$ cat src/rtl/mac_stg5_pkg.sv
// Shared float-format constants and the FIFO entry layout for the final MAC stage.
package mac_stg5_pkg;

  localparam int FP_EXP_W   = 6;
  localparam int FP_MAN_W   = 9;
  localparam int FP_EXP_SAT = 62;
  localparam int NORM_W     = 11;
  localparam int EXP_DIFF_W = 5;
  localparam int Q_W        = 5;
  localparam int FP_W       = 1 + FP_EXP_W + FP_MAN_W;

  localparam logic [FP_EXP_W-1:0] EXP_SAT_VAL = FP_EXP_W'(FP_EXP_SAT);
  localparam logic [FP_MAN_W-1:0] MAN_ALL_ONE = '1;

  typedef struct packed {
    logic [FP_W-1:0] data;
    logic [Q_W-1:0]  q_frac;
  } fifo_entry_t;

endpackage

$ cat src/rtl/mac_stg5_fp_pack_rne.sv
// Combinational packer: exponent adjust, round-to-nearest-even on one guard bit,
// then zero / flush / saturate handling into the 16-bit float word.
module fp_pack_rne
  import mac_stg5_pkg::*;
(
  input  logic [NORM_W-1:0]     i_norm_sum,
  input  logic [EXP_DIFF_W-1:0] i_exp_diff,
  input  logic                  i_exp_carry,
  input  logic                  i_sgn,
  input  logic [FP_EXP_W-1:0]   i_max_exp,
  output logic [FP_W-1:0]       o_word
);

  logic signed [7:0]     exp_pre;
  logic signed [7:0]     exp_post;
  logic [FP_MAN_W-1:0]   man_pre;
  logic [FP_MAN_W-1:0]   man_post;
  logic                  round_up;
  logic                  man_ovf;

  assign exp_pre  = $signed({2'b00, i_max_exp})
                  + $signed({{3{i_exp_diff[EXP_DIFF_W-1]}}, i_exp_diff})
                  + $signed({7'd0, i_exp_carry});

  // No sticky bit exists, so an odd guard with an even LSB is an exact tie.
  assign round_up = i_norm_sum[1] & i_norm_sum[0];
  assign man_pre  = i_norm_sum[FP_MAN_W:1];
  assign man_ovf  = round_up & (man_pre == MAN_ALL_ONE);
  assign man_post = man_pre + {{(FP_MAN_W-1){1'b0}}, round_up};
  assign exp_post = man_ovf ? (exp_pre + 8'sd1) : exp_pre;

  always_comb begin
    o_word = '0;
    if (i_norm_sum == '0) begin
      o_word = '0;
    end else if (exp_pre <= 8'sd0) begin
      o_word = {i_sgn, {(FP_W-1){1'b0}}};
    end else if (exp_post >= 8'sd63) begin
      o_word = {i_sgn, EXP_SAT_VAL, MAN_ALL_ONE};
    end else begin
      o_word = {i_sgn, exp_post[FP_EXP_W-1:0], man_post};
    end
  end

endmodule

$ cat src/rtl/mac_stg5.sv
// Final MAC stage: packs stage-4 results and buffers them in a small FIFO;
// o_inhibit stalls the whole upstream pipeline while the FIFO is full.
module mac_stg5
  import mac_stg5_pkg::*;
#(
  parameter int DEPTH = 4
)
(
  input  logic                  i_clk,
  input  logic                  i_rst,
  input  logic                  i_valid,
  input  logic [NORM_W-1:0]     i_norm_sum,
  input  logic [EXP_DIFF_W-1:0] i_exp_diff,
  input  logic                  i_exp_carry,
  input  logic                  i_sgn,
  input  logic [FP_EXP_W-1:0]   i_max_exp,
  input  logic [Q_W-1:0]        i_Q_frac,
  input  logic                  i_ready,
  output logic                  o_valid,
  output logic [FP_W-1:0]       o_data,
  output logic [Q_W-1:0]        o_Q_frac,
  output logic                  o_inhibit
);

  localparam int AW = (DEPTH > 2) ? $clog2(DEPTH) : 1;
  localparam logic [AW:0]   FULL_COUNT = (AW+1)'(DEPTH);
  localparam logic [AW:0]   CNT_ONE    = (AW+1)'(1);
  localparam logic [AW-1:0] PTR_ONE    = AW'(1);

  fifo_entry_t     mem [DEPTH];
  fifo_entry_t     head;
  logic [AW-1:0]   wr_ptr;
  logic [AW-1:0]   rd_ptr;
  logic [AW:0]     count;
  logic [FP_W-1:0] packed_word;
  logic            push;
  logic            pop;

  fp_pack_rne u_pack (
    .i_norm_sum  (i_norm_sum),
    .i_exp_diff  (i_exp_diff),
    .i_exp_carry (i_exp_carry),
    .i_sgn       (i_sgn),
    .i_max_exp   (i_max_exp),
    .o_word      (packed_word)
  );

  assign push = i_valid & ~o_inhibit;
  assign pop  = o_valid & i_ready;

  always_ff @(posedge i_clk) begin
    if (push) begin
      mem[wr_ptr] <= '{data: packed_word, q_frac: i_Q_frac};
    end
  end

  // Pointers wrap naturally because DEPTH is a power of two.
  always_ff @(posedge i_clk) begin
    if (i_rst) begin
      wr_ptr <= '0;
      rd_ptr <= '0;
      count  <= '0;
    end else begin
      if (push) wr_ptr <= wr_ptr + PTR_ONE;
      if (pop)  rd_ptr <= rd_ptr + PTR_ONE;
      case ({push, pop})
        2'b10:   count <= count + CNT_ONE;
        2'b01:   count <= count - CNT_ONE;
        default: count <= count;
      endcase
    end
  end

  assign head      = mem[rd_ptr];
  assign o_valid   = (count != '0);
  assign o_inhibit = (count == FULL_COUNT);
  assign o_data    = o_valid ? head.data   : '0;
  assign o_Q_frac  = o_valid ? head.q_frac : '0;

endmodule

$ cat config.mk
export PLATFORM = sky130hd
export DESIGN_NAME = mac_stg5
export DESIGN_NICKNAME = d
export VERILOG_FILES = /design/src/rtl/mac_stg5_pkg.sv /design/src/rtl/mac_stg5_fp_pack_rne.sv /design/src/rtl/mac_stg5.sv
export SDC_FILE = /design/constraint.sdc
export NUM_CORES = 1
export LEC_CHECK = 0
export CAP_MARGIN = 40
export CORE_ASPECT_RATIO = 1.75
export CORE_UTILIZATION = 40
export CTS_CLUSTER_DIAMETER = 40
export DETAILED_ROUTE_END_ITERATION = 10
export PLACE_DENSITY = 0.6
export SYNTH_ARGS = -nofsm -noshare
export SYNTH_HDL_FRONTEND = slang
export SYNTH_SLANG_ARGS = --single-unit
$ cat constraint.sdc
create_clock -name i_clk -period 3.3 [get_ports i_clk]
set_input_delay 0.66 -clock i_clk [delete_from_list [all_inputs] [get_ports i_clk]]
set_output_delay 0.66 -clock i_clk [all_outputs]
set_load 0.03 [all_outputs]
# [Word-level counts from Yosys, hierarchy flattened]
# Memories as Yosys holds them, arrays and structs flattened. A register that Yosys moved wholly into a read port is not among the register bits.
# Index checks and enable logic that the tools add are counted.
[word_totals] ff_bits=7 ram_bits=84 output_inout_bits=23 n_memories=1
[memory_table] name="mem" words=4 width=21 read_ports=1 rd_clocked_by_memory_dff=1 write_ports=1 line="mac_stg5.sv:30" rtl="fifo_entry_t mem [DEPTH];"
[op_classes] add_sub_neg=8 magnitude_cmp=2 n_eq_ne=4 n_mux=11 n_bitwise=5 reduce_logical=3
[ops] operator="$mux W16" count=2
[ops] operator="$mux W15" count=2
[ops] operator="$logic_not A11 Y1" count=1
[ops] operator="$add A9 B1 Y9" count=1
[ops] operator="$eq A9 B9 Y1 const B" count=1
[ops] operator="$add A7 B5 Y8" count=1
[ops] operator="$add A8 B2 Y8" count=1
[ops] operator="$add A8 B2 Y8 const B" count=1
[ops] operator="$ge A8 B7 Y1 const B" count=1
[ops] operator="$le A8 B1 Y1 const B" count=1
[ops] operator="$mux W8" count=1
[ops] operator="$pmux W3 S2" count=1
[ops] operator="$mux W5" count=1
[ops] operator="$add A2 B1 Y2 const B" count=2
[ops] operator="$and A1 B1 Y1" count=4
[ops] operator="$mux W2" count=2
[ops] operator="$add A3 B1 Y3 const B" count=1
[ops] operator="$eq A3 B3 Y1 const B" count=1
[ops] operator="$reduce_bool A3 Y1" count=1
[ops] operator="$sub A3 B1 Y3 const B" count=1
[ops] operator="$eq A2 B1 Y1 const B" count=1
[ops] operator="$eq A2 B2 Y1 const B" count=1
[ops] operator="$mux W1" count=2
[ops] operator="$reduce_bool A2 Y1" count=1
[ops] operator="$not A1 Y1" count=1

# [Logic depth before layout (Yosys ltp)]
# Gate-level depths: netlist (run 1).
[depth] depth_word=8 depth_mapped=11

# [Hierarchy]
# Synthesis (run 1) repeated with hierarchy kept, for this count alone.
[unflattened] cells_unflattened=327 hier_area_um2=4658.2
[modules_own_cells] module="mac_stg5" n_inst=1 cells_per_inst=187 area_each_um2=3663.5 seq_area_each_um2=2702.6
[modules_own_cells] module="fp_pack_rne" n_inst=1 cells_per_inst=140 area_each_um2=994.7 seq_area_each_um2=0.0

# [Worst setup path after synthesis (run 1)]
# OpenSTA, ideal clock, no wires.
[synth_timing] kind="input-to-reg" startpoint="in i_exp_diff[0]" endpoint="mem mem[0][6] (netlist bit), data pin" setup_ns=0.230 t_arrival_ns=3.202 t_required_ns=3.070 path_slack_ns=-0.132 cell_stages=11 path_cell_list="fa_1 > inv_1 > fa_1 > inv_1 > ha_1 > inv_1 > a21oi_1 > nor3_1 > a2111oi_4 > o22ai_1 > a221oi_1"
[synth_between] elab_chain_len=8 elab_cells_between_ends=9 classes_between="add/sub: 3; order compare: 2; mux: 4"
[synth_lines] item="from (decl)" line="mac_stg5.sv:13" rtl="input logic [EXP_DIFF_W-1:0] i_exp_diff,"
[synth_lines] item="$add A7 B5 Y8 *" line="mac_stg5_fp_pack_rne.sv:22" rtl="+ $signed({{3{i_exp_diff[EXP_DIFF_W-1]}}, i_exp_diff})"
[synth_lines] item="$add A8 B2 Y8 *" line="mac_stg5_fp_pack_rne.sv:23" rtl="+ $signed({7'd0, i_exp_carry});"
[synth_lines] item="$add A8 B2 Y8" line="mac_stg5_fp_pack_rne.sv:30" rtl="assign exp_post = man_ovf ? (exp_pre + 8'sd1) : exp_pre;"
[synth_lines] item="$mux W8" line="mac_stg5_fp_pack_rne.sv:30"
[synth_lines] item="$ge A8 B7 Y1" line="mac_stg5_fp_pack_rne.sv:38" rtl="end else if (exp_post >= 8'sd63) begin"
[synth_lines] item="$mux W15" line="mac_stg5_fp_pack_rne.sv:38"
[synth_lines] item="$mux W15 *" line="mac_stg5_fp_pack_rne.sv:36" rtl="end else if (exp_pre <= 8'sd0) begin"
[synth_lines] item="$mux W16 *" line="mac_stg5_fp_pack_rne.sv:34" rtl="if (i_norm_sum == '0) begin"
[synth_lines] item="net packed_word[1]" line="mac_stg5.sv:35" rtl="logic [FP_W-1:0] packed_word;"
[synth_lines] item="to (decl)" line="mac_stg5.sv:30"
# Mark *: on every way through the listed nets, which the timed path passes. The rest lies on a longest branch.

# [Final worst setup path (run 1)]
[layout_timing] startpoint="in i_exp_diff[3]" endpoint="mem mem[1][14] (netlist bit), data pin"
# The elaborated chain is that of the path after synthesis.

==> impl_results.md, run 1 <==
* Worst reg2reg path depth at 8
* Worst VDD drop at 0.000268 V
* Worst Setup Slack, final at 116 ps
* Status: finished clean
* Reg clk slew, reported paths at 60 ps
* Die area at 12,900 um2
* Final Cycle Share at 96.5%
* Top_reg_cell synth: edfxtp_1
* Slew at the pin closest to its max-slew limit at 647 ps
* Area leader, netlist: edfxtp_1
* Crit path max-delay family: buffers and inverters
* Synth unique cells at 66
* DR vias/cell at 5.24
* Max incr delay on CP at 700 ps
* R2R Setup Slk at 800 ps
* Warnings from Yosys at 0
* DRC Markers at 0
* Buf/Inv on CP at 4
* Post-synthesis area per instance at 13.8 um2
* Final Power at 0.00452 W
* RSZ-0062 raised after global routing: no
* Vias in the first global route at 3,837
* Post-synthesis sequential area ratio at 54.5%
* Final wirelength at 11,200 um
* Max-cap check violation count at 0
* Area share of the largest cell type after synthesis at 50.9%
* CTS buffer count at 9
* Crit. End Element: flip-flop
* CP most frequent cell: buf_4
* Io pins at 56
* Final setup fails at 0
* FP Rows at 53
* Required @ worst endpoint at 3360 ps
* Fin. Hold Viols at 0
* Largest net degree at the start of global routing at 24
* Initial drt markers at 111
* Power Dens Cells at 653 nW/um2
* R2r endpoint: count[2]
* Critical path type: input pin to flip-flop
* CP startpoint kind: input pin
* Via Count at 3,524
* Most frequent cells in the layout: 84 x edfxtp_1, 84 x buf_4, 50 x clkdlybuf4s50_1, 28 x and2_1, 21 x mux4_2
* Worst-path maximum fanout at 7
* Worst skew pair latency at 330 ps
* Place WS at -795 ps
* Buffers on Ports at 55
* Initial antenna violation count at 0
* Post-synth EDFFs at 84
* Initial Util at 41.1%
* # H-tree levels at 3
* Class of the worst hold path: flip-flop to flip-flop
* FF+latch count, synth at 93
* Max Root-Sink Buffers at 2
* Gr ovfl total at 0
* Max frequency at 314 MHz
* Post-route minimum period at 3180 ps
* Syn nets at 410
* Hold Path Depth at 2
* Hold worst-path end: count[2]
* FFs w/ async S/R, synth at 0%
* Routed Antenna Nets at 0
* Relative slew slack at 56.9%
* Syn Std Cell Area at 4960 um2
* Core region area at 12,100 um2
* Ant diodes at 0
* TritonCTS clock tree: built
* Root buffer cell: clkbuf_16
* Layout Nets at 553
* Worst r2r src: count[0]
* DRT Pass-1 Iters at 4
* Placed wire-length estimate at 8320 um
* Layout Skew at 6.84 ps
* Post-Syn Instances at 360
* Area grow syn2layout at 39.5%
* Routed len/inst at 16.7 um
* Crit path cell chain: clkdlybuf4s50_1 -> ha_1 -> or4b_2 -> a21oi_2 -> nor4_4 -> buf_4 -> buf_4 -> nand2_1 -> o22ai_2 -> buf_4 -> o211a_1
* Min-delay src: count[2]
* Tot GR Track Use at 18.8%
* Crit path DAT at 3250 ps
* WHS at 500 ps
* CP max stage cell: or4b_2
* Cell leakage power at 2.53 nW
* Die extent in x at 86.2 um
* Vert. Die Dim at 149 um
* Fin. max-slew vios at 0
* Clk sinks at 93
* Top cells by area, synth: edfxtp_1 51%, mux4_2 9.5%, and2_1 3.9%
* Gpl congestion at 0.809
* Share of cells above drive strength 1 at 35.4%
* First-pass GRT wire length at 18,300 um
## where the power goes
part / leakage [nW] / internal (W) / switching (W) / total [W]
Clock: 0.159 / 0.000668 / 0.000418 / 0.00109
Combinational: 1.51 / 0.000914 / 0.000993 / 0.00191
Sequential: 0.856 / 0.00148 / 0.0000491 / 0.00153
Total: 2.53 / 0.00306 / 0.00146 / 0.00452
## Yosys cell counts (4+ instances only)
| cell type | number |
|---|---|
| a21oi_1 | 9 |
| a221oi_1 | 4 |
| a311oi_1 | 6 |
| and2_1 | 31 |
| clkbuf_1 | 5 |
| dfxtp_1 | 9 |
| edfxtp_1 | 84 |
| ha_1 | 14 |
| inv_1 | 16 |
| mux4_2 | 21 |
| nand2_1 | 19 |
| nand2b_1 | 5 |
| nand3_1 | 7 |
| nand4_1 | 4 |
| nor2_1 | 19 |
| nor4_1 | 6 |
| o21ai_0 | 8 |
| o32ai_1 | 6 |
| xnor2_1 | 9 |
| xor2_1 | 8 |
## cell type report
class	instances	area [um2]
clock buffer	9	225
multi-input combinational	237	2350
inverter	16	60.1
tap	165	206
timing repair buffer	146	1280
clock inverter	7	97.6
sequential	93	2700
fill	1001	5150
## cells by family (layout without fill, tap and decap cells)
family	count (synthesis)	after routing	share of synthesized area (%)
buffers and inverters	30	178	2.65
and+or+nand+nor	119	119	14.1
xor gates and xnor gates	18	18	3.56
muxes	23	23	9.94
AOI/OAI and AO/OA	60	60	10.5
adders and majority gates	17	17	4.74
DFF	93	93	54.5
## registers in the layout, indices dropped and copies added, names as in the netlist, named ones only
signal	flops
count	3
rd_ptr	2
wr_ptr	2
mem	84
## worst reg2reg max path, cell delays in order (launching register included)
cell and delay (ps):
dfxtp_1 360, or3_1 540, and2_1 290, ha_1 210, inv_1 60, fa_1 370, xor2_1 160, or3_1 310
a21oi_1 130
## through the flow
| stage | cells | cell area (um2) | util, % | setup TNS, ps |
|---|---|---|---|---|
| floorplan | 360 | 5020 | - | 0 |
| global placement | 655 | 6390 | 53.0 | -34480 |
| detailed placement | 655 | 6390 | 53.0 | -38170 |
| CTS | 673 | 6900 | 57.2 | 0 |
| global route | 673 | 6920 | 57.3 | 0 |
| finish | 673 | 6920 | 57.3 | 0 |
## per-layer routing
metal / vias to the layer above / GRT usage (%) / wire length (um)
li1: 1702 / - / -
met1: 1722 / 17.8 / 3890
met2: 76 / 37.9 / 6680
met3: 24 / 2.27 / 281
met4: 0 / 9.42 / 388
met5: - / 0 / 0
## what timing repair did
item,4_1_cts,5_1_grt
gates cloned,1,0
setup endpoints to repair,60,60
hold buffers,0,0
buffers inserted,3,1
gates resized for setup,36,11
pin swaps,11,13
## worst max-delay path by stage
| stage | cells past startpoint | start | slack (ps) | end |
|---|---|---|---|---|
| 6_report | 11 | i_exp_diff[3] | 120 | mem[1][14] |
| 4_1_cts | 12 | i_exp_diff[0] | 3 | mem[3][7] |
| 3_5_place_dp | 11 | i_exp_carry | -790 | mem[0][8] |
| 3_3_place_gp | 11 | i_exp_diff[0] | -750 | mem[2][8] |
| 2_1_floorplan | 10 | i_exp_diff[0] | 0.7 | mem[0][5] |
| 5_1_grt | 9 | i_exp_diff[2] | 9 | mem[2][8] |
Power figures use the tool's default switching activity.
==> run 2, diff against run 1 <==
- CTS_CLUSTER_DIAMETER: 40 -> not set
==> results of run 2 <==
Final layout, timing and power as in run 1 (identical DEF).
==> run 3, diff against run 2 <==
- CORE_ASPECT_RATIO: 1.75 -> 1.2
==> impl_results.md, run 3 (synthesized netlist as in run 1, its figures left out) <==
* Most common cell after layout, fill and taps aside: edfxtp_1
* DR vias/cell at 5.21
* Multi-input logic area at 2410 um2
* Layout Skew at 4.46 ps
* Layout fillers at 1,021
* Die area at 12,900 um2
* Reg clk slew, reported paths at 70 ps
* Gr ovfl total at 0
* Via Count at 3,455
* Vias in the first global route at 3,417
* DRC Markers at 0
* Clk sinks at 93
* Hold_buf cts at 0
* Power Dens Cells at 640 nW/um2
* Vert. Die Dim at 124 um
* RSZ-0062 raised after global routing: no
* Net switching share of the total power at 32.8%
* FP Rows at 44
* Critical path type: input pin to flip-flop
* Largest net degree at the start of global routing at 24
* CTS buffer count at 9
* Crit path cell chain: clkdlybuf4s15_1 -> fa_2 -> inv_2 -> fa_2 -> inv_2 -> ha_4 -> nand2_2 -> or4_4 -> o311ai_4 -> buf_6 -> and2_4 -> a221oi_4
* Cell leakage power at 2.47 nW
* Cell Int Power at 0.00297 W
* Final wirelength at 10,300 um
* Crit. End Element: flip-flop
* Fin. Hold Viols at 0
* Dpl cells at 642
* Final setup fails at 0
* Root buffer cell: clkbuf_16
* Register Area at 2700 um2
* TritonCTS clock tree: built
* Initial drt markers at 154
* Reg with most FFs: mem
* Max Root-Sink Buffers at 2
* Slew at the pin closest to its max-slew limit at 674 ps
* Max-cap check violation count at 0
* Gpl congestion at 0.864
* Relative slew slack at 55.1%
* Max reg flops at 84
* Clk pwr share at 22.7%
* Required @ worst endpoint at 3360 ps
* Share of cells above drive strength 1 at 36.5%
* Ant diodes at 0
* Reg power frac at 34.5%
* Fin. max-slew vios at 0
* Non-Filler Instances at 663
* CP startpoint kind: input pin
* Area grow syn2layout at 39.1%
* Routed Antenna Nets at 0
* Max incr delay on CP at 540 ps
* Max frequency at 310 MHz
* Largest regs: mem (84), count (3)
* Min-delay src: count[2]
* Status: finished clean
* R2r endpoint: count[2]
* Comb power frac at 42.8%
* Core region area at 12,100 um2
* Initial antenna violation count at 0
* Post-route minimum period at 3220 ps
* Worst reg2reg path depth at 8
* # H-tree levels at 3
* Final setup TNS at 0 ps
* Routed len/inst at 15.5 um
* Worst skew pair latency at 330 ps
* R2R Setup Slk at 790 ps
* Buf/Inv on CP at 4
* Crit path DAT at 3280 ps
* Worst-path maximum fanout at 5
* Crit path max-delay family: adder cells
* Critical path depth at 12
* Final Power at 0.00442 W
* Worst VDD drop at 0.000533 V
* Die extent in x at 104 um
* Hold Path Depth at 2
* Final Core Density at 57.0%
* Placed wire-length estimate at 7400 um
* Io pins at 56
* P_sw at 0.00145 W
* Most frequent cells in the layout: 84 x edfxtp_1, 79 x buf_4, 50 x clkdlybuf4s50_1, 28 x and2_1, 21 x mux4_2
* CP max stage cell: or4_4
* Layout Nets at 547
* First-pass GRT wire length at 16,700 um
* Tot GR Track Use at 17.1%
* Class of the worst hold path: flip-flop to flip-flop
* DRT Pass-1 Iters at 4
* Initial Util at 41.0%
* Buffers on Ports at 55
* Hold worst-path end: count[2]
* WHS at 495 ps
* Worst r2r src: count[0]
* Final Cycle Share at 97.7%
## run 3: cell types whose count changed in the layout (fill, tap and decap cells not counted), moves of 2 or more
cell / change
a211o_4: +2
buf_4: -5
clkinvlp_4: +2
inv_1: -2
inv_2: +2
o21ai_0: -2
o21ai_1: +2
o22ai_2: -2
o22ai_4: +2
o32ai_1: -2
o32ai_2: +2
## run 3: power groups by stage
stage | Clock [W] | Sequential (W) | Combinational [W]
2_1_floorplan | 0 | 0.00154 | 0.00113
3_3_place_gp | 0 | 0.00154 | 0.00180
3_5_place_dp | 0 | 0.00155 | 0.00181
4_1_cts | 0.00102 | 0.00153 | 0.00189
5_1_grt | 0.00107 | 0.00154 | 0.00204
6_report | 0.00100 | 0.00152 | 0.00189
## run 3: per-layer routing
metal	vias up	global-route usage, %	share of wire (%)
met5	-	0	0
met4	0	7.23	2.3
met3	20	3.04	3.1
met1	1667	19.8	42
met2	84	31.5	52
li1	1684	-	-
## run 3: worst register-to-register path, delay by kind of cell, from the launching register on
kind / cells / cell delay (ps)
xor+xnor: 1 / 160
simple gates: 3 / 1160
compound gates: 1 / 130
fa+ha+maj: 2 / 570
buf+inv: 1 / 60
flops: 1 / 360
## run 3: timing repair
action                                  4_1_cts  5_1_grt
cloned                                        1        0
endpoints found under the setup margin       60       60
resized for setup                            35       23
pin swaps                                    20       12
buffers inserted                              1        4
## run 3: area by class of cell
cell class | count | area share (%)
inverter | 16 | 0.870
clock buffer | 9 | 3.26
multi-input combinational | 237 | 34.9
timing repair buffer | 140 | 17.8
tap | 161 | 2.92
clock inverter | 7 | 1.09
sequential | 93 | 39.2
## run 3: metrics by stage
| stage | worst slack [ps] | area (um2) |
|---|---|---|
| after floorplan | 0.730 | 5020 |
| after global placement | -619 | 6320 |
| after detailed placement | -668 | 6320 |
| after CTS | 9.56 | 6810 |
| after global routing | 2.24 | 6900 |
| final | 77.0 | 6900 |
## run 3: worst max path at each step
stage | start | endpoint
final | i_exp_diff[0] | mem[2][7]
after global routing | i_exp_diff[4] | mem[0][5]
after detailed placement | i_exp_diff[0] | mem[3][11]
after floorplan | i_exp_diff[0] | mem[0][5]
after global placement | i_exp_diff[0] | mem[0][11]
after CTS | i_max_exp[1] | mem[1][10]
